`src/rtl/sdram_cmd_pkg.sv`:
```
// sdram_cmd_pkg: opcodes, parser state encoding and byte classification shared by the UART command parser
package sdram_cmd_pkg;
  localparam logic [7:0] CmdWrite = 8'h77;
  localparam logic [7:0] CmdRead  = 8'h72;
  typedef logic [2:0] state_t;
  localparam state_t S_IDLE     = 3'd0;
  localparam state_t S_GET_ADDR = 3'd1;
  localparam state_t S_GET_DATA = 3'd2;
  localparam state_t S_ISSUE_WR = 3'd3;
  localparam state_t S_ISSUE_RD = 3'd4;
  localparam state_t S_WAIT_RD  = 3'd5;
  localparam state_t S_SEND_TX  = 3'd6;
  function automatic logic is_cmd(input logic [7:0] b);
    return b == CmdWrite || b == CmdRead;
  endfunction
endpackage

```
`src/rtl/uart_cmd_parser_if.sv`:
```
// uart_cmd_parser_if: UART rx/tx, SDRAM request and read-return signals of the command parser
//   master: parser view (consumes rx bytes, issues requests, returns tx bytes)
//   slave : environment view (UART + SDRAM controller)
interface uart_cmd_parser_if #(
  parameter int AddrWidth = 24,
  parameter int DataWidth = 16
);
  logic [7:0]           i_rx_data;
  logic                 i_rx_valid;
  logic                 o_req_valid;
  logic                 o_req_write;
  logic [AddrWidth-1:0] o_req_addr;
  logic [DataWidth-1:0] o_req_wdata;
  logic                 i_req_ready;
  logic                 i_rd_valid;
  logic [DataWidth-1:0] i_rd_data;
  logic [7:0]           o_tx_data;
  logic                 o_tx_valid;
  logic                 i_tx_ready;
  logic                 o_busy;
  logic                 o_err;
  modport master (
    input  i_rx_data, i_rx_valid, i_req_ready, i_rd_valid, i_rd_data, i_tx_ready,
    output o_req_valid, o_req_write, o_req_addr, o_req_wdata, o_tx_data, o_tx_valid, o_busy, o_err
  );
  modport slave (
    output i_rx_data, i_rx_valid, i_req_ready, i_rd_valid, i_rd_data, i_tx_ready,
    input  o_req_valid, o_req_write, o_req_addr, o_req_wdata, o_tx_data, o_tx_valid, o_busy, o_err
  );
endinterface

```
`src/rtl/uart_cmd_parser.sv`:
```
// uart_cmd_parser: turns 'w' addr data / 'r' addr UART byte commands into SDRAM requests, returns read low byte over UART
//   i_sys_clk : system clock
//   i_rst_n   : asynchronous active-low reset
//   bus       : uart_cmd_parser_if.master (rx bytes, SDRAM request/return, tx bytes, busy, err pulse)
module uart_cmd_parser
  import sdram_cmd_pkg::*;
#(
  parameter int AddrWidth     = 24,
  parameter int DataWidth     = 16,
  parameter int TimeoutCycles = 1_330_000
) (
  input logic              i_sys_clk,
  input logic              i_rst_n,
  uart_cmd_parser_if.master bus
);
  localparam int TmoW = $clog2(TimeoutCycles + 1);
  if (AddrWidth < 8) begin : g_addr_chk
    $error("AddrWidth must be at least 8");
  end
  if (DataWidth < 8) begin : g_data_chk
    $error("DataWidth must be at least 8");
  end
  state_t               state_q, state_d;
  logic                 op_wr_q, op_wr_d;
  logic [AddrWidth-1:0] addr_q, addr_d;
  logic [DataWidth-1:0] wdata_q, wdata_d;
  logic [7:0]           tx_q, tx_d;
  logic [TmoW-1:0]      tmo_q, tmo_d;
  logic                 err_q, err_d;
  logic                 rx, counting, expired;
  logic                 unused_rd_hi;
  assign rx       = bus.i_rx_valid;
  assign counting = state_q == S_GET_ADDR || state_q == S_GET_DATA;
  // an rx strobe in the expiry cycle wins over the timeout
  assign expired  = counting && !rx && tmo_q == TmoW'(TimeoutCycles - 1);
  assign unused_rd_hi = ^bus.i_rd_data;
  always_comb begin
    state_d = state_q;
    op_wr_d = op_wr_q;
    addr_d  = addr_q;
    wdata_d = wdata_q;
    tx_d    = tx_q;
    err_d   = 1'b0;
    tmo_d   = counting && !rx && !expired ? tmo_q + 1'b1 : '0;
    case (state_q)
      S_IDLE: if (rx) begin
        if (is_cmd(bus.i_rx_data)) begin
          op_wr_d = bus.i_rx_data == CmdWrite;
          state_d = S_GET_ADDR;
        end else err_d = 1'b1;
      end
      S_GET_ADDR: if (rx) begin
        addr_d  = AddrWidth'(bus.i_rx_data);
        state_d = op_wr_q ? S_GET_DATA : S_ISSUE_RD;
      end else if (expired) begin
        err_d   = 1'b1;
        state_d = S_IDLE;
      end
      S_GET_DATA: if (rx) begin
        wdata_d = DataWidth'(bus.i_rx_data);
        state_d = S_ISSUE_WR;
      end else if (expired) begin
        err_d   = 1'b1;
        state_d = S_IDLE;
      end
      // in the remaining states an rx byte is an overrun: dropped and flagged, the command carries on
      S_ISSUE_WR: begin
        err_d   = rx;
        state_d = bus.i_req_ready ? S_IDLE : state_q;
      end
      S_ISSUE_RD: begin
        err_d   = rx;
        state_d = bus.i_req_ready ? S_WAIT_RD : state_q;
      end
      S_WAIT_RD: begin
        err_d = rx;
        if (bus.i_rd_valid) begin
          tx_d    = bus.i_rd_data[7:0];
          state_d = S_SEND_TX;
        end
      end
      S_SEND_TX: begin
        err_d   = rx;
        state_d = bus.i_tx_ready ? S_IDLE : state_q;
      end
      default: state_d = S_IDLE;
    endcase
  end
  always_ff @(posedge i_sys_clk or negedge i_rst_n) begin
    if (!i_rst_n) begin
      state_q <= S_IDLE;
      op_wr_q <= 1'b0;
      addr_q  <= '0;
      wdata_q <= '0;
      tx_q    <= '0;
      tmo_q   <= '0;
      err_q   <= 1'b0;
    end else begin
      state_q <= state_d;
      op_wr_q <= op_wr_d;
      addr_q  <= addr_d;
      wdata_q <= wdata_d;
      tx_q    <= tx_d;
      tmo_q   <= tmo_d;
      err_q   <= err_d;
    end
  end
  assign bus.o_req_valid = state_q == S_ISSUE_WR || state_q == S_ISSUE_RD;
  assign bus.o_req_write = state_q == S_ISSUE_WR;
  assign bus.o_req_addr  = addr_q;
  assign bus.o_req_wdata = wdata_q;
  assign bus.o_tx_valid  = state_q == S_SEND_TX;
  assign bus.o_tx_data   = tx_q;
  assign bus.o_busy      = state_q != S_IDLE;
  assign bus.o_err       = err_q;
endmodule
```
`src/flat_wrapper.sv`:
```
// flat-port wrapper written by rule: the top's interface ports become plain ports
module uart_cmd_parser_flat import sdram_cmd_pkg::*;
#(
  parameter int AddrWidth     = 24,
  parameter int DataWidth     = 16,
  parameter int TimeoutCycles = 1_330_000
)
  (i_sys_clk, i_rst_n, bus_i_rx_data, bus_i_rx_valid, bus_i_req_ready, bus_i_rd_valid, bus_i_rd_data, bus_i_tx_ready, bus_o_req_valid, bus_o_req_write, bus_o_req_addr, bus_o_req_wdata, bus_o_tx_data, bus_o_tx_valid, bus_o_busy, bus_o_err);
  uart_cmd_parser_if #(.AddrWidth(AddrWidth), .DataWidth(DataWidth)) bus_i ();
  input logic i_sys_clk;
  input logic i_rst_n;
  input wire logic [$bits(bus_i.i_rx_data)-1:0] bus_i_rx_data;
  input wire logic [$bits(bus_i.i_rx_valid)-1:0] bus_i_rx_valid;
  input wire logic [$bits(bus_i.i_req_ready)-1:0] bus_i_req_ready;
  input wire logic [$bits(bus_i.i_rd_valid)-1:0] bus_i_rd_valid;
  input wire logic [$bits(bus_i.i_rd_data)-1:0] bus_i_rd_data;
  input wire logic [$bits(bus_i.i_tx_ready)-1:0] bus_i_tx_ready;
  output wire logic [$bits(bus_i.o_req_valid)-1:0] bus_o_req_valid;
  output wire logic [$bits(bus_i.o_req_write)-1:0] bus_o_req_write;
  output wire logic [$bits(bus_i.o_req_addr)-1:0] bus_o_req_addr;
  output wire logic [$bits(bus_i.o_req_wdata)-1:0] bus_o_req_wdata;
  output wire logic [$bits(bus_i.o_tx_data)-1:0] bus_o_tx_data;
  output wire logic [$bits(bus_i.o_tx_valid)-1:0] bus_o_tx_valid;
  output wire logic [$bits(bus_i.o_busy)-1:0] bus_o_busy;
  output wire logic [$bits(bus_i.o_err)-1:0] bus_o_err;
  assign bus_i.i_rx_data = bus_i_rx_data;
  assign bus_i.i_rx_valid = bus_i_rx_valid;
  assign bus_i.i_req_ready = bus_i_req_ready;
  assign bus_i.i_rd_valid = bus_i_rd_valid;
  assign bus_i.i_rd_data = bus_i_rd_data;
  assign bus_i.i_tx_ready = bus_i_tx_ready;
  assign bus_o_req_valid = bus_i.o_req_valid;
  assign bus_o_req_write = bus_i.o_req_write;
  assign bus_o_req_addr = bus_i.o_req_addr;
  assign bus_o_req_wdata = bus_i.o_req_wdata;
  assign bus_o_tx_data = bus_i.o_tx_data;
  assign bus_o_tx_valid = bus_i.o_tx_valid;
  assign bus_o_busy = bus_i.o_busy;
  assign bus_o_err = bus_i.o_err;
  uart_cmd_parser #(.AddrWidth(AddrWidth), .DataWidth(DataWidth), .TimeoutCycles(TimeoutCycles)) u_core (.i_sys_clk(i_sys_clk), .i_rst_n(i_rst_n), .bus(bus_i));
endmodule
```
`config.mk`:
```
export PLATFORM = sky130hd
export DESIGN_NAME = uart_cmd_parser_flat
export DESIGN_NICKNAME = d
export VERILOG_FILES = /design/src/rtl/sdram_cmd_pkg.sv /design/src/rtl/uart_cmd_parser_if.sv /design/src/rtl/uart_cmd_parser.sv /design/src/flat_wrapper.sv
export SDC_FILE = /design/constraint.sdc
export NUM_CORES = 1
export LEC_CHECK = 0
export BUFFER_PORTS_ARGS = -buffer_cell sky130_fd_sc_hd__buf_4
export CORE_MARGIN = 1.5
export CORE_UTILIZATION = 57
export CTS_BUF_LIST = sky130_fd_sc_hd__clkbuf_8
export DETAILED_ROUTE_END_ITERATION = 16
export HOLD_SLACK_MARGIN = 0.05
export PLACE_DENSITY = 0.88
export SETUP_SLACK_MARGIN = 0.02
export SLEW_MARGIN = 20
export SYNTH_ARGS = -nofsm -noshare
export SYNTH_HDL_FRONTEND = slang
export SYNTH_SLANG_ARGS = --single-unit
```
`constraint.sdc`:
```
create_clock -name i_sys_clk -period 3 [get_ports i_sys_clk]
set_clock_uncertainty 0.15 [all_clocks]
set_input_delay 0.9 -clock i_sys_clk [delete_from_list [all_inputs] [get_ports i_sys_clk]]
set_output_delay 0.9 -clock i_sys_clk [all_outputs]
set_load 0.02 [all_outputs]
```
==> results.json <==
{
  "vias": 1881,
  "dpl_cell_area_sq_um": 2920,
  "cts_root_buffer": "clkbuf_8",
  "diodes": 0,
  "worstReg2RegEnd": "u_core.tmo_q[6]",
  "grt_pass1_vias": 1799,
  "yosys-top-cells-count": "50 x dfrtp_1, 26 x buf_4, 25 x mux2_2",
  "place_inst": 332,
  "grt_use_total_pct": 21.8,
  "yosysWarnings": 0,
  "r2r_cells": 5,
  "yosysMostFrequentCell": "dfrtp_1",
  "worstSetupStartpointType": "flip-flop",
  "die-area_sq_um": 5060,
  "worstReg2RegStart": "u_core.tmo_q[0]",
  "antenna_found_initial": 0,
  "rows": 24,
  "endpoint": "bus_o_busy",
  "tritoncts": "built",
  "yosys.area.top_type": "dfrtp_1",
  "start_util_pct": 59.9,
  "drc": 0,
  "finalInstanceArea_sq_um": 3010,
  "grt_pass1_wl_mm": 8.69,
  "antenna_left": 0,
  "slew_headroom_pct": 58.9,
  "r2r_slack_ns": 0.83,
  "clk_pin_slew_ns": 0.09,
  "drive_gt1_share_pct": 33.3,
  "worst_setup_path_end_kind": "output port",
  "worst_pin_slew_ns": 0.616,
  "dr.pass1.iters": 5,
  "status": "finished, final reports clean",
  "synthTopCellsByArea": "dfrtp_1 47%, mux2_2 11%, buf_4 7.4%",
  "viasPerCell": 5.53,
  "clk_latency_ns": 0.31,
  "path_class": "reg2out",
  "synth_cell_types": 46,
  "htree_levels": 2,
  "fill_cells": 334,
  "cts_hold_buffers": 0,
  "powerDensity_nw_per_um2": 804,
  "dr.first_iter.drc_count": 130,
  "wl_per_cell_um": 15.0,
  "synth.ff_latch_count": 50,
  "postCtsResizedCells": 0,
  "required_ns": 1.95,
  "ir_drop_mv": 0.691,
  "syn2layout_area_growth_pct": 14.0,
  "rsz0062_at_grt": "no",
  "syn_area_per_cell_sq_um": 11.0,
  "startpoint": "u_core.state_q[2]",
  "fin_setup_tns_ns": 0,
  "arrival_ns": 1.55,
  "fin_crit_sh_pct": 86.8,
  "instances_no_fill": 340,
  "synth_edf_count": 0,
  "syn_inst": 241,
  "cp_max_fo": 17,
  "grt_start_max_net_pins": 51,
  "min-delay-path-class": "reg2reg",
  "port_buffers": 50,
  "drt-total-wl_mm": 5.09,
  "fin_crit_ns": 2.60,
  "die_y_um": 71.1,
  "synth_async_sr_flop_share_pct": 100,
  "p_leak_nw": 1.34,
  "finalSetupViolations": 0,
  "yosysSeqAreaShare_pct": 47.3,
  "cts_buffers": 5,
  "synth-main-ff-cell": "dfrtp_1",
  "fin_nets": 318,
  "clockBufferDepth": 2,
  "cts_sinks": 50,
  "die_w_um": 71.1,
  "ios": 83,
  "maxCapViolCount": 0,
  "synth_area_sq_um": 2640,
  "slew_viol_final": 0,
  "synth_top_area_share_pct": 47.3,
  "fmax_ghz": 0.384,
  "overflow": 0,
  "postCtsSetupRepairBufs": 0,
  "place.gp.congestion": 0.804,
  "place_hpwl_mm": 3.63,
  "final_hold_viol_count": 0,
  "core_region_area_sq_um": 4410
}
-- logic make-up after synthesis --
logic type | count (synthesis) | synth area share (%)
muxes | 26 | 11.0
other | 1 | 0.142
adders and majority gates | 1 | 0.473
DFF | 50 | 47.3
and+or+nand+nor | 83 | 18.6
buffers and inverters | 37 | 9.94
xor gates and xnor gates | 15 | 4.97
AOI/OAI and AO/OA | 28 | 7.53
-- power breakdown --
part / leakage, nW / switching, mW / internal (mW)
clock: 0.0447 / 0.241 / 0.169
sequential: 0.644 / 0.143 / 0.863
combinational: 0.652 / 0.531 / 0.476
-- flip-flops by register name, indices dropped and copies added (netlist names) --
signal / flops
u_core.bus.o_err: 1
u_core.bus.o_req_addr: 8
u_core.bus.o_req_wdata: 8
u_core.bus.o_tx_data: 8
u_core.op_wr_q: 1
u_core.state_q: 3
u_core.tmo_q: 21
-- layout make-up --
cell class	count	area [sq um]	share of cell area (%)
Clock buffer	5	68.8	2.28
Clock inverter	3	25.0	0.831
Inverter	3	11.3	0.374
Multi-Input combinational cell	177	1220	40.4
Sequential cell	50	1250	41.5
Tap cell	52	65.1	2.16
Timing Repair Buffer	50	375	12.5
-- how the worst min path moves through the flow --
stage	startpoint	slack (ns)	endpoint	cells after the start
finish	u_core.tmo_q[0]	0.34	u_core.tmo_q[0]	1
global route	u_core.bus.o_tx_data[5]	0.38	u_core.bus.o_tx_data[5]	1
CTS	u_core.tmo_q[0]	0.34	u_core.tmo_q[0]	1
detailed placement	u_core.tmo_q[0]	0.33	u_core.tmo_q[0]	1
global placement	u_core.tmo_q[0]	0.31	u_core.tmo_q[0]	1
floorplan	u_core.tmo_q[0]	0.30	u_core.tmo_q[0]	1
-- critical path, cell delays in order (launching register included) --
cell     delay [ns]
dfrtp_1        0.57
nor3_1         0.38
inv_1          0.11
buf_4          0.17
-- cells in the final DEF (no fill, tap or decap), drive strengths merged, types with 5 or more instances in the layout --
master and instances:
xor2 14, o31ai 7, nor2 23, nand2 12
clkbuf 5, buf 50, or4 5, conb 24
nand3 8, nand4 9, dfrtp 50, o21ai 5
a21oi 8, mux2 25
-- routing by layer --
metal	vias up	routed length, um	global-route usage [%]
li1	888	-	-
met1	905	2250	31.0
met2	78	2470	33.4
met3	10	262	3.99
met4	0	112	8.60
met5	-	0	0
-- stage by stage --
step	hold slack (ns)	power [mW]	setup WS, ns	utilization (%)
6_report	0.338	2.42	0.395	68.3
5_1_grt	0.376	2.55	0.289	68.3
4_1_cts	0.338	2.45	0.401	68.3
3_5_place_dp	0.326	2.04	0.630	66.1
3_3_place_gp	0.314	2.00	0.652	66.1
2_1_floorplan	0.295	1.65	0.651	-
(Power assumes the default switching activity.)
